### src/rtl/fetch_sequencer.sv
// Instruction fetch/execute sequencer: fetches into the IR, advances the PC,
// hands each instruction to the datapath controller and supervises its return.
module fetch_sequencer #(
    parameter int           CNT_W   = 16,
    parameter int           TIMEOUT = 32,
    parameter logic [2:0]   HALT_OP = 3'b111
) (
    input  logic             clk,
    input  logic             rst,
    input  logic             run,
    input  logic             waiting,
    input  logic [2:0]       ir_opcode,
    output logic             mem_rd,
    output logic             load_ir,
    output logic             load_pc,
    output logic             reset_pc,
    output logic             start,
    output logic             halted,
    output logic             fault,
    output logic [CNT_W-1:0] instr_count
);

    typedef enum logic [3:0] {
        S_RST       = 4'd0,
        S_IF1       = 4'd1,
        S_IF2       = 4'd2,
        S_UPD_PC    = 4'd3,
        S_DECODE    = 4'd4,
        S_EXEC_ACK  = 4'd5,
        S_EXEC_WAIT = 4'd6,
        S_PAUSE     = 4'd7,
        S_HALT      = 4'd8,
        S_FAULT     = 4'd9
    } state_t;

    localparam logic [7:0]       TMO_LAST  = 8'(TIMEOUT - 1);
    localparam logic [CNT_W-1:0] CNT_MAX   = {CNT_W{1'b1}};
    localparam logic [CNT_W-1:0] CNT_ONE   = CNT_W'(1);

    state_t           state_r;
    state_t           nxt_state_s;
    logic [7:0]       tmo_r;
    logic [CNT_W-1:0] instr_count_r;
    logic             mem_rd_r;
    logic             load_ir_r;
    logic             load_pc_r;
    logic             reset_pc_r;
    logic             halted_r;
    logic             fault_r;
    logic             start_s;

    // Output vector {mem_rd, load_ir, load_pc, reset_pc, halted, fault} for a state
    function automatic logic [5:0] out_decode(input state_t s);
        case (s)
            S_RST:    out_decode = 6'b001100;
            S_IF1:    out_decode = 6'b100000;
            S_IF2:    out_decode = 6'b110000;
            S_UPD_PC: out_decode = 6'b001000;
            S_HALT:   out_decode = 6'b000010;
            S_FAULT:  out_decode = 6'b000001;
            default:  out_decode = 6'b000000;
        endcase
    endfunction

    // start depends on the opcode held in the IR, which is only valid once DECODE is reached
    assign start_s = (state_r == S_DECODE) && (ir_opcode != HALT_OP);

    // Next-state selection
    always_comb begin
        nxt_state_s = state_r;
        case (state_r)
            S_RST:       nxt_state_s = run ? S_IF1 : S_RST;
            S_IF1:       nxt_state_s = S_IF2;
            S_IF2:       nxt_state_s = S_UPD_PC;
            S_UPD_PC:    nxt_state_s = S_DECODE;
            S_DECODE:    nxt_state_s = (ir_opcode == HALT_OP) ? S_HALT : S_EXEC_ACK;
            S_EXEC_ACK:  nxt_state_s = S_EXEC_WAIT;
            S_EXEC_WAIT: begin
                // a returning controller wins over an expiring timeout
                if (waiting) begin
                    nxt_state_s = run ? S_IF1 : S_PAUSE;
                end else if (tmo_r == TMO_LAST) begin
                    nxt_state_s = S_FAULT;
                end else begin
                    nxt_state_s = S_EXEC_WAIT;
                end
            end
            S_PAUSE:     nxt_state_s = run ? S_IF1 : S_PAUSE;
            S_HALT:      nxt_state_s = S_HALT;
            S_FAULT:     nxt_state_s = S_FAULT;
            default:     nxt_state_s = S_RST;
        endcase
    end

    // State, registered outputs, retired-instruction and timeout counters
    always_ff @(posedge clk) begin
        if (rst) begin
            state_r       <= S_RST;
            {mem_rd_r, load_ir_r, load_pc_r, reset_pc_r, halted_r, fault_r} <= out_decode(S_RST);
            instr_count_r <= '0;
            tmo_r         <= 8'd0;
        end else begin
            state_r <= nxt_state_s;
            {mem_rd_r, load_ir_r, load_pc_r, reset_pc_r, halted_r, fault_r} <= out_decode(nxt_state_s);
            if (start_s && (instr_count_r != CNT_MAX)) begin
                instr_count_r <= instr_count_r + CNT_ONE;
            end else begin
                instr_count_r <= instr_count_r;
            end
            if (state_r == S_EXEC_ACK) begin
                tmo_r <= 8'd0;
            end else if (state_r == S_EXEC_WAIT) begin
                tmo_r <= tmo_r + 8'd1;
            end else begin
                tmo_r <= tmo_r;
            end
        end
    end

    assign mem_rd      = mem_rd_r;
    assign load_ir     = load_ir_r;
    assign load_pc     = load_pc_r;
    assign reset_pc    = reset_pc_r;
    assign halted      = halted_r;
    assign fault       = fault_r;
    assign start       = start_s;
    assign instr_count = instr_count_r;

endmodule

### config.mk
export PLATFORM = sky130hd
export DESIGN_NAME = fetch_sequencer
export DESIGN_NICKNAME = d
export VERILOG_FILES = /design/src/rtl/fetch_sequencer.sv
export SDC_FILE = /design/constraint.sdc
export NUM_CORES = 1
export LEC_CHECK = 0
export ABC_AREA = 1
export CORE_MARGIN = 2
export CORE_UTILIZATION = 60
export CTS_CLUSTER_SIZE = 40
export DETAILED_ROUTE_END_ITERATION = 7
export DONT_BUFFER_PORTS = 1
export PLACE_DENSITY = 0.73
export SYNTH_ARGS = -nofsm -noshare
export SYNTH_HDL_FRONTEND = slang
export SYNTH_SLANG_ARGS = --single-unit
### constraint.sdc
create_clock -name clk -period 2 [get_ports clk]
set_input_delay 0.1 -clock clk [delete_from_list [all_inputs] [get_ports clk]]
set_output_delay 0.1 -clock clk [all_outputs]
set_load 0.005 [all_outputs]
==> qor.txt <==
Outcome: complete, no violations
Total gr overflow: 0
Crit path max fanout: 18
Switching power share of the total: 29.06%
Root Buffer: clkbuf_4
Slew Limit Headroom: 52.37%
Antenna violations before repair: 0
Register bit total from synthesis: 34
RD Place Congestion: 0.9490
Required time of the critical path: 2.24 ns
DR pass1 iterations: 4
Placement Rows: 20
Die area: 0.003785 mm^2
Net total in the final layout: 296
Dpl cells: 323
RSZ-0062 raised after global routing: false
CTS Sinks: 34
Syn-to-layout area delta: 4.915%
Post-route ant nets: 0
Die W: 61.53 um
Number of vias in the routed layout: 1767
Final wirelength: 3.946 mm
Worst-margin pin slew: 0.7121 ns
Pin count of the biggest net entering global routing: 19
Post-DP HPWL: 2.998 mm
# H-tree levels: 2
Worst Clk Skew: 0.01494 ns
Total Routing Usage GR: 24.10%
Deepest clock path buffer count: 2
NetSw: 380.2 uW
Final Slew Violations: 0
Vias in the first global route: 1586
VDD IR max: 0.0004431 V
Non-Filler Instances: 332
Pwr Total: 1309 uW
Leak: 0.0008237 uW
Mean post-synth cell area: 7.066 um^2
Register area share after synthesis: 34.28%
Final Hold Fails: 0
Clock Power Share: 30.7%
Ys Warns: 0
PortBufs: 0
Clock Pin Slew Worst Setup and Hold Paths: 0.10 ns
P per Cell Area: 628.1 mW/mm^2
Most frequent cells in the layout: nand2_1, nor2_1, dfxtp_1
Total negative slack: 0 ns
Worst setup startpoint: instr_count[0]
Post-CTS resize count: 0
First-pass GRT wire length: 6.693 mm
Fmax: 0.5829 GHz
CTS buffer count: 5
Ant diodes: 0
Final worst setup slack: 0.2844 ns
Setup Viol. Count Final: 0
Drt via density: 5.322
Min-Delay Path Class: in -> reg
Ports: 30
Post-synthesis cell type count: 31
Most common cell after layout, fill and taps aside: nand2_1
Int Power: 928.4 uW
Post-layout minimum cycle time: 1.716 ns
Initial Util: 63.99%
CTS tree: yes
FF-to-FF Start: instr_count[0]
Syn Inst Count: 281
Period utilization: 85.78%
Reg power frac: 56.1%
Post-Synthesis Cell Area: 0.001986 mm^2
Syn nets: 290
Crit. End Element: register
Share of cells above drive strength 1: 17.71%
Total of max-cap violations: 0
Drt initial violations: 158
Worst-Skew Late Latency: 0.35 ns
# fillers: 299
Core Region: 0.003103 mm^2
DIE HEIGHT: 61.53 um
Critical path launch point type: register
Combinational power share: 13.2%
Hold path start: rst
Setup CP Type: reg -> reg
Fin Hold WS: 0.04211 ns
Drt drc: 0
Pre-CTS WS: 0.3021 ns
Worst EP arrival: 1.95 ns
Routed WL per cell: 11.89 um
-- cell families after synthesis --
group / synth area share [%]
and+or+nand+nor: 41.08
xor gates and xnor gates: 3.970
AOI/OAI and AO/OA: 10.90
DFF: 34.28
buffers and inverters: 8.507
adders and majority gates: 1.260
-- synth_stat cells (all sizes together) --
cell type  instances  area [um^2]
nor2              45        202.7
nor3               7        56.31
dfxtp             34        680.7
nand3             22        130.1
nand4              3        18.77
clkbuf             2        7.510
a21oi             23        156.4
ha                 2        25.02
buf                2        35.03
nand2             82        360.3
and2               1        6.260
xnor2              2        17.52
o21ai             12        60.06
nand3b             2        18.77
nor3b              3        22.52
clkinv             1        5.000
inv               31        121.4
xor2               7        61.31
-- routing by layer --
layer  global-route usage, %  vias up  routed length (um)
li1                        -      916                   -
met1                   28.00      795                1800
met2                   39.85       47                1814
met3                   8.403        9                 226
met4                   10.94        0                 106
met5                       0        -                   0
-- timing repair --
item | 4_1_cts | 5_1_grt
hold endpoints to repair | 13 | 0
setup buffers | 0 | 0
hold buffers | 1 | 0
-- worst paths after layout --
check / to / cells after the start / slack (ns)
setup / recovery: instr_count[9] / 8 / 0.28
setup reg to reg: instr_count[9] / 8 / 0.28
hold / removal: reset_pc / 2 / 0.04
hold reg to reg: tmo_r[1] / 2 / 0.49
-- metrics by stage --
step | area [um^2] | util (%)
2_1_floorplan | 1986 | -
3_3_place_gp | 2013 | 64.88
3_5_place_dp | 2013 | 64.88
4_1_cts | 2083 | 67.14
5_1_grt | 2083 | 67.14
6_report | 2083 | 67.14
-- state kept, by name, summed over array words and instances, names as in the netlist --
signal / cells
instr_count: 16
tmo_r: 8
state_r: 4
fault: 1
halted: 1
load_ir: 1
load_pc: 1
mem_rd: 1
reset_pc: 1
-- power by group through the flow --
stage,registers (uW),logic [uW],clock network (uW)
2_1_floorplan,741,146,0
3_3_place_gp,747,162,0
3_5_place_dp,749,165,0
4_1_cts,734,172,420
5_1_grt,738,196,445
6_report,734,173,402
-- worst max-delay path, stage by stage, from the launching register on --
cell	delay, ns
dfxtp_1	0.40
ha_1	0.25
nand3_2	0.16
nor3_4	0.18
nand3_2	0.11
nand2_4	0.21
inv_6	0.11
a21oi_1	0.14
nor2_1	0.05
-- area by class of cell --
type	instances	area [um^2]	share of cell area, %
clock buffers	7	55.05	2.643
clock inverters	1	5.005	0.2402
inverters	32	126.4	6.066
multi-input cells	211	1136	54.53
flip-flops and latches	34	680.7	32.67
well taps	44	55.05	2.643
repair buffers	3	25.02	1.201
Note: power is estimated with default switching activity, not from simulation.
